[config.mk]
export PLATFORM = sky130hd
export DESIGN_NAME = risc_test_monitor
export DESIGN_NICKNAME = d
export VERILOG_FILES = /design/src/rtl/risc_test_monitor_pkg.sv /design/src/rtl/tm_expect_table.sv /design/src/rtl/risc_test_monitor.sv
export SDC_FILE = /design/constraint.sdc
export NUM_CORES = 1
export LEC_CHECK = 0
export BUFFER_PORTS_ARGS = -buffer_cell sky130_fd_sc_hd__buf_2
export CAP_MARGIN = 30
export CORE_ASPECT_RATIO = 1.1
export CORE_MARGIN = 4
export CORE_UTILIZATION = 40
export DETAILED_ROUTE_END_ITERATION = 10
export GPL_ROUTABILITY_DRIVEN = 0
export PLACE_DENSITY = 0.66
export SLEW_MARGIN = 5
export SYNTH_ARGS = -nofsm -noshare
export SYNTH_HDL_FRONTEND = slang
export SYNTH_SLANG_ARGS = --single-unit
export TNS_END_PERCENT = 30
[constraint.sdc]
create_clock -name clk -period 3.5 [get_ports clk]
set_input_delay 0.175 -clock clk [delete_from_list [all_inputs] [get_ports clk]]
set_output_delay 0.175 -clock clk [all_outputs]
set_load 0.02 [all_outputs]
[src/rtl/risc_test_monitor_pkg.sv]
// Shared parameters and state encoding for the RISC test monitor.
// Imported by the expected-write-back table and the monitor top.
package risc_test_monitor_pkg;

  localparam int DEF_DATA_W  = 16;
  localparam int DEF_RADDR_W = 3;
  localparam int DEF_N_CHK   = 8;
  localparam int DEF_RST_CYC = 4;
  localparam int DEF_TO_W    = 16;
  localparam int ERR_W       = 8;

  typedef enum logic [1:0] {
    S_IDLE      = 2'd0,
    S_RESET_DUT = 2'd1,
    S_RUN       = 2'd2,
    S_DONE      = 2'd3
  } state_t;

  // Index width that never collapses to zero bits, even when the table has one entry.
  function automatic int idx_w(input int n);
    return (n > 1) ? $clog2(n) : 1;
  endfunction

endpackage

[src/rtl/tm_expect_table.sv]
// Expected write-back table: one synchronous write port and one asynchronous read port.
// Not reset; the monitor only loads it while idle.
module tm_expect_table
  import risc_test_monitor_pkg::*;
#(
  parameter int DATA_W  = DEF_DATA_W,
  parameter int RADDR_W = DEF_RADDR_W,
  parameter int N_CHK   = DEF_N_CHK
) (
  input  logic                      clk,
  input  logic                      we,
  input  logic [idx_w(N_CHK)-1:0]   widx,
  input  logic [RADDR_W-1:0]        waddr,
  input  logic [DATA_W-1:0]         wdata,
  input  logic [idx_w(N_CHK)-1:0]   ridx,
  output logic [RADDR_W-1:0]        raddr,
  output logic [DATA_W-1:0]         rdata
);

  logic [RADDR_W-1:0] addr_mem [N_CHK];
  logic [DATA_W-1:0]  data_mem [N_CHK];

  always_ff @(posedge clk) begin
    if (we) begin
      addr_mem[widx] <= waddr;
      data_mem[widx] <= wdata;
    end
  end

  assign raddr = addr_mem[ridx];
  assign rdata = data_mem[ridx];

endmodule

[src/rtl/risc_test_monitor.sv]
// Test monitor: resets a processor under test, then checks its register write-backs
// against an expected table, with optional run-cycle timeout.
//
// state       | meaning
// S_IDLE      | waiting for start, dut held in reset, table writable
// S_RESET_DUT | dut_rst pulse of RST_CYC cycles
// S_RUN       | comparing write-backs, counting cycles
// S_DONE      | results held, table writable, waiting for start
module risc_test_monitor
  import risc_test_monitor_pkg::*;
#(
  parameter int DATA_W  = DEF_DATA_W,
  parameter int RADDR_W = DEF_RADDR_W,
  parameter int N_CHK   = DEF_N_CHK,
  parameter int RST_CYC = DEF_RST_CYC,
  parameter int TO_W    = DEF_TO_W
) (
  input  logic                    clk,
  input  logic                    rst,
  input  logic                    start,
  input  logic [TO_W-1:0]         timeout_cycles,
  input  logic                    exp_we,
  input  logic [idx_w(N_CHK)-1:0] exp_idx,
  input  logic [RADDR_W-1:0]      exp_addr,
  input  logic [DATA_W-1:0]       exp_data,
  input  logic                    wb_valid,
  input  logic [RADDR_W-1:0]      wb_addr,
  input  logic [DATA_W-1:0]       wb_data,
  output logic                    dut_rst,
  output logic                    busy,
  output logic                    done,
  output logic                    pass,
  output logic                    timeout,
  output logic [ERR_W-1:0]        err_count,
  output logic [idx_w(N_CHK)-1:0] first_fail_idx,
  output logic [TO_W-1:0]         cycle_count
);

  localparam int IDX_W = idx_w(N_CHK);
  localparam int RST_W = (RST_CYC > 1) ? $clog2(RST_CYC) : 1;
  localparam logic [RST_W-1:0] RST_LOAD = RST_W'(RST_CYC - 1);
  localparam logic [IDX_W-1:0] LAST_IDX = IDX_W'(N_CHK - 1);

  state_t            state, state_nx;
  logic [RST_W-1:0]  rst_cnt;
  logic [IDX_W-1:0]  ptr;
  logic [RADDR_W-1:0] tbl_addr;
  logic [DATA_W-1:0] tbl_data;
  logic              tbl_we, match, last_cmp, to_hit, can_load;

  assign can_load = (state == S_IDLE) || (state == S_DONE);
  assign tbl_we   = exp_we && can_load && (32'(exp_idx) < N_CHK);

  tm_expect_table #(
    .DATA_W  (DATA_W),
    .RADDR_W (RADDR_W),
    .N_CHK   (N_CHK)
  ) u_table (
    .clk   (clk),
    .we    (tbl_we),
    .widx  (exp_idx),
    .waddr (exp_addr),
    .wdata (exp_data),
    .ridx  (ptr),
    .raddr (tbl_addr),
    .rdata (tbl_data)
  );

  assign match    = (wb_addr == tbl_addr) && (wb_data == tbl_data);
  assign last_cmp = wb_valid && (ptr == LAST_IDX);
  assign to_hit   = (timeout_cycles != '0) && (cycle_count == timeout_cycles - TO_W'(1));

  always_comb begin
    state_nx = state;
    case (state)
      S_IDLE, S_DONE: if (start) state_nx = S_RESET_DUT;
      S_RESET_DUT:    if (rst_cnt == '0) state_nx = S_RUN;
      S_RUN:          if (last_cmp || to_hit) state_nx = S_DONE;
      default:        state_nx = S_IDLE;
    endcase
  end

  always_ff @(posedge clk or posedge rst) begin
    if (rst) begin
      state          <= S_IDLE;
      rst_cnt        <= '0;
      ptr            <= '0;
      pass           <= 1'b0;
      timeout        <= 1'b0;
      err_count      <= '0;
      first_fail_idx <= '0;
      cycle_count    <= '0;
    end else begin
      state <= state_nx;
      case (state)
        S_IDLE, S_DONE: begin
          if (start) begin
            rst_cnt        <= RST_LOAD;
            ptr            <= '0;
            pass           <= 1'b0;
            timeout        <= 1'b0;
            err_count      <= '0;
            first_fail_idx <= '0;
            cycle_count    <= '0;
          end
        end
        S_RESET_DUT: begin
          if (rst_cnt != '0) rst_cnt <= rst_cnt - RST_W'(1);
        end
        S_RUN: begin
          if (wb_valid) begin
            ptr <= last_cmp ? '0 : ptr + IDX_W'(1);
            if (!match) begin
              if (err_count != '1) err_count <= err_count + ERR_W'(1);
              if (err_count == '0) first_fail_idx <= ptr;
            end
            if (last_cmp) pass <= match && (err_count == '0);
          end
          // A final compare in the timeout cycle wins over the timeout.
          if (to_hit && !last_cmp) timeout <= 1'b1;
          if (state_nx == S_RUN && cycle_count != '1) cycle_count <= cycle_count + TO_W'(1);
        end
        default: ;
      endcase
    end
  end

  assign dut_rst = (state == S_IDLE) || (state == S_RESET_DUT);
  assign busy    = (state == S_RESET_DUT) || (state == S_RUN);
  assign done    = (state == S_DONE);

endmodule

* Word-level counts from Yosys, hierarchy flattened
Memory sizes are Yosys's and may differ from the RTL's. Index checks and enable logic that the tools add are counted.
Cells by class: order comparisons 0, eq/ne operators 19, bitwise gates (word level) 0, $mul 0, muxes and demuxes 31, reduce and logical (&&, ||, !) cells 27, shift operators 0, $add $sub $neg 5, div/mod/pow operators 0
Operator list (count):
- $eq 16x16->1 | 2
- $mux 16 | 2
- $mux 8 | 4
- $pmux 16 s2 | 1
- $mux 3 | 6
- $ne 2x2->1 const B | 9
- $add 16x1->16 const B | 1
- $ne 16x16->1 const B | 1
- $pmux 8 s2 | 1
- $reduce_bool 16->1 | 1
- $sub 16x1->16 const B | 1
- $pmux 3 s2 | 2
- $reduce_and 3->1 | 4
- $mux 2 | 5
- $reduce_and 5->1 | 2
- $add 8x1->8 const B | 1
- $logic_not 8->1 | 1
- $ne 8x8->1 const B | 1
- $logic_and 1x1->1 | 7
- $eq 2x2->1 const B | 3
- $mux 1 | 6
- $pmux 2 s3 | 1
- $reduce_bool 2->1 | 3
- $logic_not 2->1 | 2
- other kinds (11) | 15
Storage, ports and cells: flip-flop bits (word level) 36, latch bits 0, RAM bits 152, bits of input ports 62, memories kept 2, output and inout port bits 32, bits in read-only memories 0
Memories:
- u_table.data_mem | words 8, width 16, rd ports 1, clocked after Yosys merged registers in 0, wr ports 1, line tm_expect_table.sv:21 | logic [DATA_W-1:0] data_mem [N_CHK];
- u_table.addr_mem | words 8, width 3, rd ports 1, clocked after Yosys merged registers in 0, wr ports 1, line tm_expect_table.sv:20 | logic [RADDR_W-1:0] addr_mem [N_CHK];

* Depth between registers and ports, before layout
word-level depth 10, gate-level depth with buffers 12, mapped depth without buffers 10

* Modules after synthesis
From an unflattened synthesis, not the netlist that was laid out.
Second synthesis, totals: cell total of the unflattened synthesis 554, area total of the unflattened synthesis 8732.1 µm²
Modules (own cells, without submodules):
- tm_expect_table | sequential area each 4564.4 µm², cells an instance 232, times used 1, area each 5879.4 µm²
- risc_test_monitor | sequential area each 900.9 µm², cells an instance 322, times used 1, area each 2852.7 µm²

* Least setup slack after synthesis
No wires, ideal clock.
path type register -> register, start point register state[0], end point memory u_table.addr_mem[2][0] (netlist bit) (enable), clock period less this slack 3.497 ns, slack 0.003 ns, required time 3.055 ns, stages on the path, launching flop included 5, path buffers 1, setup time 0.445 ns, arrival time 3.051 ns, cell sequence dfrtp_1 inv_1 ha_1 clkbuf_1 nor4_1
On the way: cells in the longest elaborated chain, start to end 5
Ends and longest elaborated chain:
- from (decl) | line risc_test_monitor.sv:44 | state_t state, state_nx;
- from (signal assigned) | line risc_test_monitor.sv:94 | state <= state_nx;
- $eq 2x2->1 or $logic_not 2->1 (tied branches) | line risc_test_monitor.sv:51 | assign can_load = (state == S_IDLE) || (state == S_DONE);
- $logic_or 1x1->1 * | line risc_test_monitor.sv:51
- $logic_and 1x1->1 * | line risc_test_monitor.sv:52 | assign tbl_we = exp_we && can_load && (32'(exp_idx) < N_CHK);
- $mux 1 * | line tm_expect_table.sv:24 | if (we) begin
- $mux 1 (implied by the code) * | line tm_expect_table.sv:25 | addr_mem[widx] <= waddr;
- to (decl) | line tm_expect_table.sv:20
Every way passes the cells marked *; elsewhere a longest branch is shown, timed or not.

* Worst setup path in the final report
start point register ptr[0], end point register first_fail_idx[0]
On the way: cells in the longest elaborated chain, start to end 5
Ends and longest elaborated chain:
- from (decl) | line risc_test_monitor.sv:46 | logic [IDX_W-1:0] ptr;
- from (signal assigned) | line risc_test_monitor.sv:112 | ptr <= last_cmp ? '0 : ptr + IDX_W'(1);
- $mem_v2 8x16 or $mem_v2 8x3 (tied branches)
- $eq 16x16->1 or $eq 3x3->1 (tied branches) | line risc_test_monitor.sv:69 | assign match = (wb_addr == tbl_addr) && (wb_data == tbl_data);
- $logic_and 1x1->1 | line risc_test_monitor.sv:69
- $ne 2x2->1 (no source line)
- $reduce_and 5->1 (no source line)
- to (signal assigned) | line risc_test_monitor.sv:115 | if (err_count == '0) first_fail_idx <= ptr;
- to (decl) | line risc_test_monitor.sv:35 | output logic [idx_w(N_CHK)-1:0] first_fail_idx,
Parallel ways exist; a longest one is shown, timed or not. The select of a mux whose other input is x is not followed. A chain may end at the register's enable or synchronous reset.

==> impl_metrics.csv <==
group,metric,value,unit
pwr,ir_worst_vdd,0.427,mV
critical_path,cp.required,3810,ps
cts,cts_sinks,188,
critical_path,rr_worst_depth,10,
die,die_w,148,um
grt,overflow,0,
sta,tns,0,ps
die,die_y,163,um
route,drt.antenna.violating_nets,0,
synthesis,synth_cells,599,
critical_path,rrSetupSlack,350,ps
worst_hold_path,holdPathStages,1,
cts,h-tree-depth,4,
sta,rsz0062_at_grt,"false",
synthesis,async_reset_ff_share,19.1,%
final_layout,layout_commonest_cell,"edfxtp_1",
place,dpl-instance-area,9600,um2
final_layout,mostFrequentLayoutCells,"152 x edfxtp_1, 93 x buf_2, 37 x mux2i_1",
route,drt_wl_total,19300,um
final_layout,drive_gt1_share,28.9,%
status,outcome,"completed",
sta,timing.fmax,318,MHz
final_layout,final_area,10200,um2
flow_run,drv_cap,0,
die,core,21400,um2
sta,slew_headroom,53.2,%
pwr,powerDensity,539,nW/um2
cts,clk_latency,430,ps
cts,cts-root-buf,"clkbuf_16",
synthesis,synth_top_area_cell,"edfxtp_1",
die,die_area,24100,um2
sta,period_minus_slack,3150,ps
final_layout,final_util,47.8,%
die,rows,56,
route,avgRoutedWirePerCell,19.1,um
worst_hold_path,min_path_type,"in2reg",
final_layout,register_area,5470,um2
synthesis,yosysWarnings,0,
grt,track_usage,16.2,%
critical_path,critPathKind,"reg2reg",
grt,antenna_found_initial,4,
sta,finalMaxSlewViolations,0,
cts,ctsResizeCount,0,
critical_path,cp-start-kind,"flop",
sta,tightest_slew,703,ps
synthesis,synthTopCellsByArea,"edfxtp_1 53%, dfrtp_1 10%, mux4_2 6.7%, mux2i_1 4.3%, xnor2_1 2.2%",
critical_path,r2r_start,"ptr[0]",
cts,post-cts-setup-buffers,0,
cts,numCtsBuffers,17,
critical_path,end_kind,"flop",
route,drtPass1Iterations,4,
synthesis,synth_enable_flop_cells,152,
place,place.port_buffers,93,
synthesis,synth_cell_types,58,
sta,clock_skew,10.4,ps
pwr,cellLeakagePower,3.80,nW
final_layout,final.fill_count,1848,
synthesis,synth_ff_type,"edfxtp_1",
synthesis,avgSynthCellArea,14.5,um2
sta,setup_violations,0,
critical_path,path_max_fanout,19,
cts,clk_pin_slew,70,ps
die,initial_core_util,40.6,%
grt,grt_pass1_wl,30000,um
final_layout,nNetsFinal,784,
die,design.portCount,94,
synthesis,synth_nets,672,
sta,final.period_utilization,89.9,%
synthesis,synth-seq-cells,188,
route,drc,0,
sta,hold_ws,12.2,ps
synthesis,ys_seq_area_share,62.9,%
critical_path,crit_arrival,3460,ps
sta,hold_viol,0,
critical_path,reg2reg_to,"first_fail_idx[0]",
final_layout,multi_input_area,3070,um2
route,drtIter0Drc,311,
synthesis,syn_area,8680,um2
synthesis,yosys.area.top_type_share,52.6,%
cts,ctsLongestPathBuffers,2,
pwr,total_power,0.00551,W
final_layout,syn_to_final_growth,17.6,%
cts,cts_tree,"built",
worst_hold_path,hold_end,"u_table.data_mem[4][12]",
grt,grt_max_degree,29,
route,vias,5450,
final_layout,diodes,0,
worst_hold_path,hp-start,"exp_data[12]",
place,hpwlAfterDp,12800,um
grt,grt_pass1_vias,5438,
route,viasPerCell,5.37,
==> cell usage after synthesis (2+ instances only) <==
cell	n
and2_1	7
or4_1	5
nand4_1	17
nor2_1	26
edfxtp_1	152
xor2_1	18
mux2i_1	37
or3_1	3
a21bo_2	3
a221oi_1	6
o31ai_1	9
o22ai_1	8
or3b_1	2
buf_2	11
and3_1	5
or2_2	4
mux4_2	26
o31a_1	2
clkbuf_1	11
a31o_2	5
o21ai_0	12
a21oi_1	17
nand3_1	15
xnor2_1	22
nor4b_1	4
ha_1	11
inv_1	15
nor2b_1	2
nand2_1	34
a31oi_1	3
nand3b_1	3
nor4_1	5
nor3_1	12
buf_6	2
and4_1	5
mux2_2	13
nand2b_1	11
dfrtp_1	36
==> cells by family (layout without fill, tap and decap cells) <==
group | count (synthesis) | in the layout | synth area share (%)
AOI/OAI and AO/OA | 78 | 78 | 6.20
xor gates and xnor gates | 40 | 40 | 4.03
buffers and inverters | 41 | 166 | 2.10
muxes | 76 | 76 | 12.7
DFF | 188 | 188 | 62.9
and+or+nand+nor | 165 | 165 | 10.4
adders and majority gates | 11 | 11 | 1.58
==> worst max path at each step <==
| stage | start | endpoint | slack (ps) | cells past startpoint |
|---|---|---|---|---|
| 6_report | ptr[0] | first_fail_idx[0] | 350 | 10 |
| 5_1_grt | ptr[0] | first_fail_idx[0] | 150 | 10 |
| 4_1_cts | ptr[0] | first_fail_idx[0] | 350 | 10 |
| 3_5_place_dp | timeout_cycles[0] | cycle_count[13] | 360 | 11 |
| 3_3_place_gp | ptr[0] | first_fail_idx[0] | 400 | 10 |
| 2_1_floorplan | state[0] | u_table.addr_mem[2][0] | 3 | 4 |
==> flip-flops by register name, indices dropped and copies added (netlist names) <==
name              count
state                 2
err_count             8
first_fail_idx        3
timeout               1
ptr                   3
cycle_count          16
rst_cnt               2
u_table.addr_mem     24
pass                  1
u_table.data_mem    128
==> timing repair <==
action                                  4_1_cts  5_1_grt
hold buffers                                  4        0
endpoints found under the hold margin        39        0
endpoints found under the setup margin        0        0
==> area by class of cell <==
class	instances	area share, %
Tap cell	290	3.55
Timing Repair Buffer	118	6.61
Clock inverter	14	1.47
Sequential cell	188	53.5
Multi-Input combinational cell	370	30.0
Inverter	16	0.588
Clock buffer	18	4.20
==> routing by layer <==
layer | GRT usage, % | vias to the layer above | routed length, um
met5 | 0 | - | 48
met2 | 27.1 | 142 | 9720
li1 | - | 2559 | -
met4 | 3.15 | 8 | 165
met1 | 21.1 | 2718 | 8230
met3 | 4.73 | 23 | 1170
==> power breakdown <==
group | internal (W) | leakage (nW) | switching (W)
registers | 0.00254 | 1.86 | 0.0000669
clock network | 0.000954 | 0.283 | 0.000901
logic | 0.000392 | 1.66 | 0.000651
total | 0.00389 | 3.80 | 0.00162
==> critical path: stages (launching register included) <==
cell and delay [ps]:
dfrtp_2 730, buf_4 290, mux4_2 520, mux2i_1 190, xor2_1 160, nand3_1 130
nor3_1 310, nand4_1 140, buf_4 220, nand4_1 110, a21bo_2 230
==> per-stage QoR <==
step	setup slack [ps]	instances
6_report	352	1014
5_1_grt	148	1014
4_1_cts	348	1014
3_5_place_dp	356	978
3_3_place_gp	397	978
2_1_floorplan	3.30	599
No activity file was read; power rests on OpenSTA's default activity.
